`config.mk`:
```
export PLATFORM = sky130hd
export DESIGN_NAME = mem_req_sequencer_flat
export DESIGN_NICKNAME = d
export VERILOG_FILES = /design/src/rtl/mem_req_sequencer_if.sv /design/src/rtl/mem_req_sequencer.sv /design/src/flat_wrapper.sv
export SDC_FILE = /design/constraint.sdc
export NUM_CORES = 1
export LEC_CHECK = 0
export BUFFER_PORTS_ARGS = -buffer_cell sky130_fd_sc_hd__buf_2
export CAP_MARGIN = 20
export CORE_ASPECT_RATIO = 0.6
export CORE_UTILIZATION = 50
export DETAILED_ROUTE_END_ITERATION = 8
export GPL_TIMING_DRIVEN = 1
export PLACE_DENSITY = 0.75
export SLEW_MARGIN = 25
export SYNTH_ARGS = -nofsm -noshare
export SYNTH_HDL_FRONTEND = slang
export SYNTH_SLANG_ARGS = --single-unit
```
`constraint.sdc`:
```
create_clock -name clk -period 5.72 [get_ports clk]
set_input_delay 0 -clock clk [delete_from_list [all_inputs] [get_ports clk]]
set_output_delay 0 -clock clk [all_outputs]
set_load 0.01 [all_outputs]
```
`src/rtl/mem_req_sequencer_if.sv`:
```
// ----------------------------------------------------------------------------
// mem_req_sequencer_if
// Groups the three channels that mem_req_sequencer connects to:
//   core request    : req_valid, req_ready, req_rwn, req_addr, req_wdata
//   core response   : rsp_valid, rsp_ready, rsp_rwn, rsp_rdata, rsp_err
//   memunit side    : mem_enable, mem_rwn, mem_addr, mem_data_in (to memunit)
//                     mem_ready, mem_data_out, mem_data_valid (from memunit)
// Modports:
//   slave  - the sequencer's view
//   master - the environment's view (core plus memunit)
// ----------------------------------------------------------------------------
interface mem_req_sequencer_if #(
    parameter int ADDR_W = 16,
    parameter int DATA_W = 16
);
    logic              req_valid;
    logic              req_ready;
    logic              req_rwn;
    logic [ADDR_W-1:0] req_addr;
    logic [DATA_W-1:0] req_wdata;

    logic              rsp_valid;
    logic              rsp_ready;
    logic              rsp_rwn;
    logic [DATA_W-1:0] rsp_rdata;
    logic              rsp_err;

    logic              mem_enable;
    logic              mem_rwn;
    logic [ADDR_W-1:0] mem_addr;
    logic [DATA_W-1:0] mem_data_in;
    logic              mem_ready;
    logic [DATA_W-1:0] mem_data_out;
    logic              mem_data_valid;

    modport slave (
        input  req_valid, req_rwn, req_addr, req_wdata,
        output req_ready,
        output rsp_valid, rsp_rwn, rsp_rdata, rsp_err,
        input  rsp_ready,
        output mem_enable, mem_rwn, mem_addr, mem_data_in,
        input  mem_ready, mem_data_out, mem_data_valid
    );

    modport master (
        output req_valid, req_rwn, req_addr, req_wdata,
        input  req_ready,
        input  rsp_valid, rsp_rwn, rsp_rdata, rsp_err,
        output rsp_ready,
        input  mem_enable, mem_rwn, mem_addr, mem_data_in,
        output mem_ready, mem_data_out, mem_data_valid
    );
endinterface

```
`src/rtl/mem_req_sequencer.sv`:
```
// ----------------------------------------------------------------------------
// mem_req_sequencer
// Front-end for memunit. Core load/store requests are buffered in a DEPTH-entry
// FIFO and replayed into memunit's enable/ready handshake one at a time, in
// order. Each request yields exactly one response (read data or write
// completion) on the response channel.
//
// Ports:
//   clk   - system clock
//   rst   - asynchronous, active-high reset
//   bus   - mem_req_sequencer_if.slave (request, response and memunit channels)
//   idle  - FIFO empty and FSM in IDLE
//   count - FIFO occupancy (0..DEPTH)
//
// Compile-time option:
//   MEMSEQ_TIMEOUT_EN - when defined, a watchdog counts cycles spent in
//   ISSUE/WAIT; on reaching TIMEOUT the transaction is abandoned and an
//   error response (rsp_err=1, rsp_rdata=0) is returned. When undefined there
//   is no counter and rsp_err is constant 0.
// ----------------------------------------------------------------------------
module mem_req_sequencer #(
    parameter int DEPTH   = 4,
    parameter int ADDR_W  = 16,
    parameter int DATA_W  = 16,
    parameter int TIMEOUT = 1024
) (
    input  logic                   clk,
    input  logic                   rst,
    mem_req_sequencer_if.slave     bus,
    output logic                   idle,
    output logic [$clog2(DEPTH):0] count
);

    localparam int PTR_W   = $clog2(DEPTH);
    localparam int CNT_W   = PTR_W + 1;
    localparam int ENTRY_W = 1 + ADDR_W + DATA_W;

    typedef enum logic [1:0] {
        ST_IDLE  = 2'b00,
        ST_ISSUE = 2'b01,
        ST_WAIT  = 2'b10,
        ST_RESP  = 2'b11
    } state_t;

    // ------------------------------------------------------------------
    // Declarations
    // ------------------------------------------------------------------
    logic [ENTRY_W-1:0] fifo_mem_r [DEPTH];
    logic [PTR_W-1:0]   wr_ptr_r;
    logic [PTR_W-1:0]   rd_ptr_r;
    logic [CNT_W-1:0]   count_r;
    logic               full_s;
    logic               empty_s;
    logic               push_s;
    logic               pop_s;

    logic               head_rwn_s;
    logic [ADDR_W-1:0]  head_addr_s;
    logic [DATA_W-1:0]  head_wdata_s;

    state_t             state_r;
    state_t             state_nxt_s;

    logic               mem_enable_r;
    logic               mem_enable_nxt_s;
    logic               mem_rwn_r;
    logic               mem_rwn_nxt_s;
    logic [ADDR_W-1:0]  mem_addr_r;
    logic [ADDR_W-1:0]  mem_addr_nxt_s;
    logic [DATA_W-1:0]  mem_data_in_r;
    logic [DATA_W-1:0]  mem_data_in_nxt_s;

    logic [DATA_W-1:0]  rdata_cap_r;
    logic [DATA_W-1:0]  rdata_cap_nxt_s;
    logic               capture_s;
    logic [DATA_W-1:0]  cap_val_s;

    logic               rsp_valid_r;
    logic               rsp_valid_nxt_s;
    logic               rsp_rwn_r;
    logic               rsp_rwn_nxt_s;
    logic [DATA_W-1:0]  rsp_rdata_r;
    logic [DATA_W-1:0]  rsp_rdata_nxt_s;
    logic               rsp_err_r;
    logic               rsp_err_nxt_s;

    logic               timeout_hit_s;

    // ------------------------------------------------------------------
    // Request FIFO
    // ------------------------------------------------------------------
    assign full_s        = (count_r == CNT_W'(DEPTH));
    assign empty_s       = (count_r == {CNT_W{1'b0}});
    // Ready depends only on the registered count, so a pop in the same cycle
    // as a full FIFO cannot open the door to a push until the next cycle.
    assign bus.req_ready = ~full_s;
    assign push_s        = bus.req_valid & ~full_s;

    assign {head_rwn_s, head_addr_s, head_wdata_s} = fifo_mem_r[rd_ptr_r];

    // FIFO storage: write the incoming request at the write pointer
    always_ff @(posedge clk or posedge rst) begin
        if (rst) begin
            for (int i = 0; i < DEPTH; i++) begin
                fifo_mem_r[i] <= {ENTRY_W{1'b0}};
            end
        end else if (push_s) begin
            fifo_mem_r[wr_ptr_r] <= {bus.req_rwn, bus.req_addr, bus.req_wdata};
        end
    end

    // FIFO pointers and occupancy; pointers wrap naturally (DEPTH is 2^n)
    always_ff @(posedge clk or posedge rst) begin
        if (rst) begin
            wr_ptr_r <= {PTR_W{1'b0}};
            rd_ptr_r <= {PTR_W{1'b0}};
            count_r  <= {CNT_W{1'b0}};
        end else begin
            if (push_s) begin
                wr_ptr_r <= wr_ptr_r + PTR_W'(1);
            end
            if (pop_s) begin
                rd_ptr_r <= rd_ptr_r + PTR_W'(1);
            end
            case ({push_s, pop_s})
                2'b10:   count_r <= count_r + CNT_W'(1);
                2'b01:   count_r <= count_r - CNT_W'(1);
                default: count_r <= count_r;
            endcase
        end
    end

    // ------------------------------------------------------------------
    // Optional watchdog
    // ------------------------------------------------------------------
`ifdef MEMSEQ_TIMEOUT_EN
    localparam int TMR_W = $clog2(TIMEOUT + 1);

    logic [TMR_W-1:0] timer_r;
    logic             busy_s;

    assign busy_s        = (state_r == ST_ISSUE) || (state_r == ST_WAIT);
    assign timeout_hit_s = busy_s && (timer_r == TMR_W'(TIMEOUT - 1));

    // Watchdog counter: held at zero in IDLE so every ISSUE entry starts fresh
    always_ff @(posedge clk or posedge rst) begin
        if (rst) begin
            timer_r <= {TMR_W{1'b0}};
        end else if (state_r == ST_IDLE) begin
            timer_r <= {TMR_W{1'b0}};
        end else if (busy_s && !timeout_hit_s) begin
            timer_r <= timer_r + TMR_W'(1);
        end else begin
            timer_r <= timer_r;
        end
    end
`else
    logic [31:0] timeout_unused_s;

    assign timeout_unused_s = 32'(TIMEOUT);
    assign timeout_hit_s    = 1'b0;
`endif

    // ------------------------------------------------------------------
    // Sequencing FSM
    // ------------------------------------------------------------------
    // Read data is captured only while waiting on a read; the value present
    // in the cycle mem_ready rises still counts.
    assign capture_s = (state_r == ST_WAIT) & bus.mem_data_valid & mem_rwn_r;
    assign cap_val_s = capture_s ? bus.mem_data_out : rdata_cap_r;

    // FSM state register
    always_ff @(posedge clk or posedge rst) begin
        if (rst) begin
            state_r <= ST_IDLE;
        end else begin
            state_r <= state_nxt_s;
        end
    end

    // Next-state and next-output logic for the memunit and response channels
    always_comb begin
        state_nxt_s       = state_r;
        pop_s             = 1'b0;
        mem_enable_nxt_s  = mem_enable_r;
        mem_rwn_nxt_s     = mem_rwn_r;
        mem_addr_nxt_s    = mem_addr_r;
        mem_data_in_nxt_s = mem_data_in_r;
        rdata_cap_nxt_s   = rdata_cap_r;
        rsp_valid_nxt_s   = rsp_valid_r;
        rsp_rwn_nxt_s     = rsp_rwn_r;
        rsp_rdata_nxt_s   = rsp_rdata_r;
        rsp_err_nxt_s     = rsp_err_r;

        case (state_r)
            ST_IDLE: begin
                if (!empty_s && bus.mem_ready && !rsp_valid_r) begin
                    pop_s             = 1'b1;
                    mem_enable_nxt_s  = 1'b1;
                    mem_rwn_nxt_s     = head_rwn_s;
                    mem_addr_nxt_s    = head_addr_s;
                    mem_data_in_nxt_s = head_wdata_s;
                    rdata_cap_nxt_s   = {DATA_W{1'b0}};
                    state_nxt_s       = ST_ISSUE;
                end else begin
                    state_nxt_s = ST_IDLE;
                end
            end

            ST_ISSUE: begin
                // memunit signals acceptance by dropping ready
                if (!bus.mem_ready) begin
                    mem_enable_nxt_s = 1'b0;
                    state_nxt_s      = ST_WAIT;
                end else if (timeout_hit_s) begin
                    mem_enable_nxt_s = 1'b0;
                    rsp_valid_nxt_s  = 1'b1;
                    rsp_rwn_nxt_s    = mem_rwn_r;
                    rsp_rdata_nxt_s  = {DATA_W{1'b0}};
                    rsp_err_nxt_s    = 1'b1;
                    state_nxt_s      = ST_RESP;
                end else begin
                    state_nxt_s = ST_ISSUE;
                end
            end

            ST_WAIT: begin
                rdata_cap_nxt_s = cap_val_s;
                if (bus.mem_ready) begin
                    rsp_valid_nxt_s = 1'b1;
                    rsp_rwn_nxt_s   = mem_rwn_r;
                    rsp_rdata_nxt_s = cap_val_s;
                    rsp_err_nxt_s   = 1'b0;
                    state_nxt_s     = ST_RESP;
                end else if (timeout_hit_s) begin
                    rsp_valid_nxt_s = 1'b1;
                    rsp_rwn_nxt_s   = mem_rwn_r;
                    rsp_rdata_nxt_s = {DATA_W{1'b0}};
                    rsp_err_nxt_s   = 1'b1;
                    state_nxt_s     = ST_RESP;
                end else begin
                    state_nxt_s = ST_WAIT;
                end
            end

            ST_RESP: begin
                if (bus.rsp_ready) begin
                    rsp_valid_nxt_s = 1'b0;
                    state_nxt_s     = ST_IDLE;
                end else begin
                    state_nxt_s = ST_RESP;
                end
            end

            default: begin
                mem_enable_nxt_s = 1'b0;
                rsp_valid_nxt_s  = 1'b0;
                state_nxt_s      = ST_IDLE;
            end
        endcase
    end

    // Output and capture registers
    always_ff @(posedge clk or posedge rst) begin
        if (rst) begin
            mem_enable_r  <= 1'b0;
            mem_rwn_r     <= 1'b1;
            mem_addr_r    <= {ADDR_W{1'b0}};
            mem_data_in_r <= {DATA_W{1'b0}};
            rdata_cap_r   <= {DATA_W{1'b0}};
            rsp_valid_r   <= 1'b0;
            rsp_rwn_r     <= 1'b0;
            rsp_rdata_r   <= {DATA_W{1'b0}};
            rsp_err_r     <= 1'b0;
        end else begin
            mem_enable_r  <= mem_enable_nxt_s;
            mem_rwn_r     <= mem_rwn_nxt_s;
            mem_addr_r    <= mem_addr_nxt_s;
            mem_data_in_r <= mem_data_in_nxt_s;
            rdata_cap_r   <= rdata_cap_nxt_s;
            rsp_valid_r   <= rsp_valid_nxt_s;
            rsp_rwn_r     <= rsp_rwn_nxt_s;
            rsp_rdata_r   <= rsp_rdata_nxt_s;
            rsp_err_r     <= rsp_err_nxt_s;
        end
    end

    // ------------------------------------------------------------------
    // Outputs
    // ------------------------------------------------------------------
    assign bus.mem_enable  = mem_enable_r;
    assign bus.mem_rwn     = mem_rwn_r;
    assign bus.mem_addr    = mem_addr_r;
    assign bus.mem_data_in = mem_data_in_r;
    assign bus.rsp_valid   = rsp_valid_r;
    assign bus.rsp_rwn     = rsp_rwn_r;
    assign bus.rsp_rdata   = rsp_rdata_r;
    assign bus.rsp_err     = rsp_err_r;

    assign idle  = empty_s && (state_r == ST_IDLE);
    assign count = count_r;

endmodule

```
`src/flat_wrapper.sv`:
```
// flat-port wrapper written by rule: the top's interface ports become plain ports
module mem_req_sequencer_flat 
#(
    parameter int DEPTH   = 4,
    parameter int ADDR_W  = 16,
    parameter int DATA_W  = 16,
    parameter int TIMEOUT = 1024
)
  (clk, rst, idle, count, bus_req_valid, bus_req_rwn, bus_req_addr, bus_req_wdata, bus_req_ready, bus_rsp_valid, bus_rsp_rwn, bus_rsp_rdata, bus_rsp_err, bus_rsp_ready, bus_mem_enable, bus_mem_rwn, bus_mem_addr, bus_mem_data_in, bus_mem_ready, bus_mem_data_out, bus_mem_data_valid);
  mem_req_sequencer_if #(.ADDR_W(ADDR_W), .DATA_W(DATA_W)) bus_i ();
  input  logic clk;
  input  logic rst;
  output logic idle;
  output logic [$clog2(DEPTH):0] count;
  input wire logic [$bits(bus_i.req_valid)-1:0] bus_req_valid;
  input wire logic [$bits(bus_i.req_rwn)-1:0] bus_req_rwn;
  input wire logic [$bits(bus_i.req_addr)-1:0] bus_req_addr;
  input wire logic [$bits(bus_i.req_wdata)-1:0] bus_req_wdata;
  output wire logic [$bits(bus_i.req_ready)-1:0] bus_req_ready;
  output wire logic [$bits(bus_i.rsp_valid)-1:0] bus_rsp_valid;
  output wire logic [$bits(bus_i.rsp_rwn)-1:0] bus_rsp_rwn;
  output wire logic [$bits(bus_i.rsp_rdata)-1:0] bus_rsp_rdata;
  output wire logic [$bits(bus_i.rsp_err)-1:0] bus_rsp_err;
  input wire logic [$bits(bus_i.rsp_ready)-1:0] bus_rsp_ready;
  output wire logic [$bits(bus_i.mem_enable)-1:0] bus_mem_enable;
  output wire logic [$bits(bus_i.mem_rwn)-1:0] bus_mem_rwn;
  output wire logic [$bits(bus_i.mem_addr)-1:0] bus_mem_addr;
  output wire logic [$bits(bus_i.mem_data_in)-1:0] bus_mem_data_in;
  input wire logic [$bits(bus_i.mem_ready)-1:0] bus_mem_ready;
  input wire logic [$bits(bus_i.mem_data_out)-1:0] bus_mem_data_out;
  input wire logic [$bits(bus_i.mem_data_valid)-1:0] bus_mem_data_valid;
  assign bus_i.req_valid = bus_req_valid;
  assign bus_i.req_rwn = bus_req_rwn;
  assign bus_i.req_addr = bus_req_addr;
  assign bus_i.req_wdata = bus_req_wdata;
  assign bus_req_ready = bus_i.req_ready;
  assign bus_rsp_valid = bus_i.rsp_valid;
  assign bus_rsp_rwn = bus_i.rsp_rwn;
  assign bus_rsp_rdata = bus_i.rsp_rdata;
  assign bus_rsp_err = bus_i.rsp_err;
  assign bus_i.rsp_ready = bus_rsp_ready;
  assign bus_mem_enable = bus_i.mem_enable;
  assign bus_mem_rwn = bus_i.mem_rwn;
  assign bus_mem_addr = bus_i.mem_addr;
  assign bus_mem_data_in = bus_i.mem_data_in;
  assign bus_i.mem_ready = bus_mem_ready;
  assign bus_i.mem_data_out = bus_mem_data_out;
  assign bus_i.mem_data_valid = bus_mem_data_valid;
  mem_req_sequencer #(.DEPTH(DEPTH), .ADDR_W(ADDR_W), .DATA_W(DATA_W), .TIMEOUT(TIMEOUT)) u_core (.clk(clk), .rst(rst), .bus(bus_i), .idle(idle), .count(count));
endmodule
```
==> impl_metrics.yaml, run 1 <==
setup_path:
  timing.critical_path.cells: "nor4b_4 -> nand2_4 -> inv_1 -> ha_1 -> inv_1 -> fa_1 -> xor2_1 -> nor2_1 -> xor2_1"
  max_stage_delay_ns: 0.53
  start_kind: "flop"
  endpoint_kind: "flop"
  slowest_stage: "dfrtp_1"
  reg2reg_slack_ns: 3.04
  cp.arrival_ns: 3.10
  worstPathRequired_ns: 6.14
  worstPathMaxFanout: 37
  crit_type: "reg2reg"
floorplan:
  ioPinCount: 113
  initial_core_util_pct: 51.73
  dieHeight_um: 105.8
  std_cell_rows: 37
  core_um2: 17360
  fp.dieW_um: 175.0
  die_area_um2: 18520
worst_hold_path:
  hold_path_class: "in2async"
sta:
  fmax_mhz: 373.3
  finalHoldViolCount: 0
  period_share_pct: 46.83
  post-route-min-period_ns: 2.679
  report.final.setup_viol: 0
  relSlewSlack_pct: 31.87
  timing.final.ws_setup_ns: 3.041
  rsz0062_at_grt: "false"
  fin_setup_tns_ns: 0
  skew_ns: 0.01953
  slew_violations: 0
  tightest_slew_ns: 1.021
synth:
  yosys_warnings: 0
  yosys.cell_types.count: 35
  synth_fa_ha_area_share_pct: 0.9195
  synth_nets: 621
  postSynthCellCount: 560
  synth_xor_area_share_pct: 0.6826
  synth_seq_cells: 209
  synth_compound_area_share_pct: 2.856
  synth_top_family_by_area: "multiplexers"
  synthMuxAreaShare_pct: 31.44
  yosysSeqAreaShare_pct: 58.25
  syn_area_per_cell_um2: 16.04
  netlist_area_um2: 8981
  synthSimpleGateAreaFrac_pct: 2.522
final_layout:
  fin_area_um2: 10860
  area_growth_pct: 20.94
  seqCellArea_um2: 5236
  multi_input_area_um2: 3477
  fillers: 1290
  utilization_pct: 62.57
  drive_gt1_share_pct: 47.60
  antenna_cells: 0
  layout.nets: 776
cts:
  ctsHoldBuffers: 54
  htreeDepth: 1
  clockBufferDepth: 3
  clk_pin_slew_ns: 0.07
  numClockSinks: 209
  insertion_delay_ns: 0.49
  numCtsBuffers: 20
  cts-root-buf: "clkbuf_16"
  post_cts_resized: 0
  post_cts_buffers: 0
  tritoncts: "yes"
global_routing:
  grt_start_max_net_pins: 147
  antenna_found_initial: 0
  grtUsageTotal_pct: 20.88
  grt_pass1_wl_mm: 30.54
  grt_pass1_vias: 5810
  overflow: 0
drt:
  vias: 5256
  drtPass1Iterations: 5
  routedWlPerCell_um: 19.20
  first_iter_violations: 226
  drt_wl_total_mm: 18.49
  drc: 0
  antenna_left: 0
  vias_per_cell: 5.458
pwr:
  peakVddDrop_mv: 0.2568
  power_density_nw_per_um2: 564.3
  p_leak_nw: 5.057
placed_design:
  placed_cell_area_um2: 9597
  gp_congestion: 0.7634
  port_buffers: 111
  place_ws_ns: 3.007
  dp_hpwl_mm: 11.24
flow_run:
  max_cap_violations: 0
run_status:
  status: "completed"
-- Yosys cell counts, drive strengths merged --
| cell type | instances | area (um2) |
|---|---|---|
| nand3 | 5 | 45.04 |
| nand2 | 25 | 101.4 |
| mux4 | 33 | 743.2 |
| nand3b | 1 | 7.510 |
| nand4b | 1 | 8.760 |
| nand2b | 1 | 6.260 |
| a21oi | 2 | 13.76 |
| conb | 1 | 3.750 |
| buf | 30 | 246.5 |
| mux2 | 167 | 1911 |
| o211ai | 1 | 7.510 |
| dfstp | 1 | 26.28 |
| nor3 | 1 | 5.000 |
| and4b | 1 | 10.01 |
| mux2i | 17 | 170.2 |
| o21ai | 19 | 95.09 |
| nor4b | 1 | 23.77 |
| xor2 | 3 | 26.28 |
| fa | 1 | 20.02 |
| or3 | 1 | 6.260 |
| a22o | 16 | 140.1 |
| clkbuf | 6 | 22.52 |
| inv | 7 | 26.28 |
| dfrtp | 208 | 5205 |
| or3b | 1 | 8.760 |
| ha | 5 | 62.56 |
| xnor2 | 4 | 35.03 |
| nor2 | 1 | 3.750 |
-- layer usage --
layer | GRT usage [%] | routed length, um
met1 | 28.75 | 8288
met2 | 34.52 | 8853
met3 | 3.391 | 866
met4 | 5.839 | 478
met5 | 0 | 0
-- logic make-up (layout without fill, tap and decap cells) --
| kind of cell | Yosys count | after routing |
|---|---|---|
| AO/OA/AOI/OAI | 38 | 38 |
| XOR/XNOR | 7 | 7 |
| adder cells (fa/ha/maj) | 6 | 6 |
| buffers and inverters | 43 | 212 |
| flip-flops | 209 | 209 |
| multiplexers | 217 | 217 |
| other | 1 | 1 |
| AND/OR/NAND/NOR | 39 | 39 |
-- worst paths after layout --
path                                                      from                                  end  cells after the start
setup / recovery                   u_core.state_r[1]$_DFF_PP0_          u_core.count[2]$_DFFE_PP0P_                      9
hold / removal                                             rst    u_core.fifo_mem_r[38]$_DFFE_PP0P_                      3
min in group clk                           bus_mem_data_out[6]    u_core.rdata_cap_r[6]$_DFFE_PP0P_                      3
setup reg to reg                   u_core.state_r[1]$_DFF_PP0_          u_core.count[2]$_DFFE_PP0P_                      9
max in group asynchronous                                  rst    u_core.fifo_mem_r[17]$_DFFE_PP0P_                      4
hold reg to reg            u_core.bus.rsp_rdata[7]$_DFFE_PP0P_  u_core.bus.rsp_rdata[7]$_DFFE_PP0P_                      2
-- where the power goes --
| part | switching, W | leakage (nW) | internal, W |
|---|---|---|---|
| registers | 0.000503 | 2.53 | 0.00222 |
| clock network | 0.000558 | 0.346 | 0.000800 |
| logic | 0.000796 | 2.18 | 0.00126 |
| total | 0.00186 | 5.06 | 0.00427 |
-- through the flow --
step	instances	hold slack, ns	total power (W)
detailed placement	872	0.2517	0.004765
global route	963	0.2616	0.006496
floorplan	560	0.1243	0.004187
CTS	962	0.2696	0.006181
finish	963	0.1517	0.006129
global placement	871	0.2433	0.004609
-- sequential cells by signal (all words and copies together) (netlist names) --
| register | flops |
|---|---|
| u_core.bus.mem_addr | 16 |
| u_core.bus.mem_data_in | 16 |
| u_core.bus.mem_enable | 1 |
| u_core.bus.mem_rwn | 1 |
| u_core.bus.rsp_rdata | 16 |
| u_core.bus.rsp_rwn | 1 |
| u_core.bus.rsp_valid | 1 |
| u_core.count | 3 |
| u_core.fifo_mem_r | 132 |
| u_core.rd_ptr_r | 2 |
| u_core.rdata_cap_r | 16 |
| u_core.state_r | 2 |
| u_core.wr_ptr_r | 2 |
-- layout by cell type, fill, tap and decap left out, drive strengths merged --
cell and instances:
a21oi 2, nor4b 1, mux2 167, xnor2 4, or3 1, dlygate4sd3 54
bufinv 2, nand2b 1, a22o 16, and4b 1, buf 115, nor3 1
fa 1, mux2i 17, dfstp 1, nand3b 1, nor2 1, ha 5
nand2 25, clkbuf 25, clkinv 9, inv 7, dfrtp 208, nand3 5
mux4 33, conb 1, o21ai 19, o211ai 1, or3b 1, xor2 3
nand4b 1
-- final cells by class --
| cell class | instances | area share, % |
|---|---|---|
| tap | 234 | 2.696 |
| sequential | 209 | 48.21 |
| multi-input combinational | 308 | 32.01 |
| clock inverter | 11 | 1.002 |
| clock buffer | 25 | 5.253 |
| inverter | 7 | 0.3571 |
| timing repair buffer | 169 | 10.47 |
-- critical path, delay by kind of cell (launching register included) --
family	cells	cell delay, ns
flops	1	0.53
buf+inv	2	0.22
simple gates	3	0.98
fa+ha+maj	2	0.56
xor+xnor	2	0.30
No activity file was read; power rests on OpenSTA's default activity.
==> inputs of run 2 (changes only) <==
Settings changed: PLACE_DENSITY 0.75 to 0.72.
Clock period 5.72 ns to 2.7 ns, I/O delays scaled along.
==> run 2 against run 1 <==
Compared with the run above: clock power is 110% higher; global-route usage hardly changed; sequential share of layout area is 0.47 points lower; largest cell class unchanged; critical path depth is 4 lower; highest routed layer unchanged; die area stayed put; utilization is 0.58 points higher; via count is 0.42% higher.
==> impl_metrics.yaml, run 2 (synthesized netlist as in run 1, its figures left out) <==
floorplan:
  core_um2: 17360
  die_area_um2: 18520
  std_cell_rows: 37
  fp.dieW_um: 175.0
  ioPinCount: 113
  dieHeight_um: 105.8
  initial_core_util_pct: 51.73
final_layout:
  layout.nets: 788
  fin_area_um2: 10960
  area_growth_pct: 22.07
  drive_gt1_share_pct: 47.84
  largest_reg_flops: 132
  layout_common_cells: "dfrtp_1, mux2_2, buf_2"
  top_register: "u_core.fifo_mem_r"
  finalNonFillerCells: 975
  layout_commonest_cell: "dfrtp_1"
setup_path:
  start_kind: "flop"
  worstPathRequired_ns: 3.06
  cp.arrival_ns: 2.73
  endpoint_kind: "flop"
  worstPathMaxFanout: 36
  crit_type: "reg2reg"
drt:
  routedWlPerCell_um: 18.55
  drc: 0
  vias: 5278
  first_iter_violations: 244
  vias_per_cell: 5.413
  drtPass1Iterations: 5
  antenna_left: 0
  drt_wl_total_mm: 18.09
cts:
  clockBufferDepth: 3
  cts-root-buf: "clkbuf_16"
  post_cts_resized: 0
  clk_pin_slew_ns: 0.06
  numClockSinks: 209
  htreeDepth: 1
  insertion_delay_ns: 0.48
  post_cts_buffers: 0
  tritoncts: "yes"
  numCtsBuffers: 20
pwr:
  p_leak_nw: 5.108
  power_density_nw_per_um2: 1187
  internal_power_w: 0.009168
  power_w: 0.01301
  combPwrFrac_pct: 35.0
  swShare_pct: 29.55
  power_switching_w: 0.003845
  peakVddDrop_mv: 0.4977
  clock_power_share_pct: 22.0
  p_seq_share_pct: 42.9
sta:
  rsz0062_at_grt: "false"
  tightest_slew_ns: 0.8015
  finalHoldViolCount: 0
  skew_ns: 0.007116
  timing.hold.ws_ns: 0.1563
  slew_violations: 0
  fmax_mhz: 422.7
  relSlewSlack_pct: 46.56
  report.final.setup_viol: 0
  period_share_pct: 87.61
  post-route-min-period_ns: 2.365
global_routing:
  antenna_found_initial: 1
  grt_pass1_wl_mm: 30.33
  grt_start_max_net_pins: 85
  grt_pass1_vias: 5680
  grtUsageTotal_pct: 20.86
  overflow: 0
flow_run:
  max_cap_violations: 0
placed_design:
  gp_congestion: 0.7853
  placed_cells: 885
  placed_cell_area_um2: 9737
  dp_hpwl_mm: 11.71
  port_buffers: 111
worst_hold_path:
  hold_path_class: "in2async"
run_status:
  status: "completed"
run 2: cell count changes in the layout (fill, tap and decap cells not counted), sizes merged:
cell | before | now
inv | 7 | 6
clkbuf | 25 | 31
buf | 115 | 127
clkinv | 9 | 2
clkinvlp | 0 | 1
diode | 0 | 1
run 2: through the flow:
stage,worst slack (ns),utilization (%),setup TNS [ns]
floorplan,-0.01340,-,-2.788
global placement,0.4874,56.09,0
detailed placement,0.3958,56.09,0
CTS,0.3218,63.14,0
global route,0.2180,63.15,0
finish,0.3345,63.15,0
run 2: power by group through the flow:
stage / sequential (W) / clock [W] / combinational [W]
after detailed placement: 0.00564 / 0 / 0.00454
after floorplan: 0.00547 / 0 / 0.00340
after CTS: 0.00559 / 0.00296 / 0.00464
after global routing: 0.00579 / 0.00309 / 0.00499
after global placement: 0.00550 / 0 / 0.00439
final: 0.00559 / 0.00287 / 0.00456
run 2: final cells by class:
class,count,area [um2]
diodes,1,2.502
well taps,234,292.8
repair buffers,181,1266
clock inverters,4,70.07
flip-flops and latches,209,5234
multi-input cells,308,3455
inverters,7,30.03
fillers,1268,6397
clock buffers,31,613.1
run 2: worst max-delay path: stages, from the launching register on:
cell	delay, ns
dfrtp_1	0.42
or3_1	0.46
nand2_4	0.09
buf_4	0.50
o211ai_1	0.17
dlygate4sd3_1	0.60
run 2: per-layer routing:
layer  track usage (%)  up-vias  wire (um)
met5                 0        -          0
met3             4.437       19        856
li1                  -     2379          -
met4             3.975        0        216
met2             32.37      127       8324
met1             30.60     2753       8687
run 2: repair_timing:
action,CTS,global route
hold buffers,54,0
endpoints found under the setup margin,0,0
hold endpoints to repair,196,0
run 2: worst paths after layout:
path,end,startpoint,slack [ns],depth (start not counted)
max,u_core.state_r[0]$_DFF_PP0_,u_core.count[0]$_DFFE_PP0P_,0.33,5
min,u_core.bus.mem_addr[15]$_DFFE_PP0P_,rst,0.16,3
max reg2reg,u_core.state_r[0]$_DFF_PP0_,u_core.count[0]$_DFFE_PP0P_,0.33,5
min reg2reg,u_core.bus.rsp_rdata[4]$_DFFE_PP0P_,u_core.bus.rsp_rdata[4]$_DFFE_PP0P_,0.48,2
max in group asynchronous,u_core.rd_ptr_r[0]$_DFFE_PP0P_,rst,1.72,4
min in group clk,u_core.bus.rsp_rdata[5]$_DFFE_PP0P_,bus_mem_data_valid,0.21,5
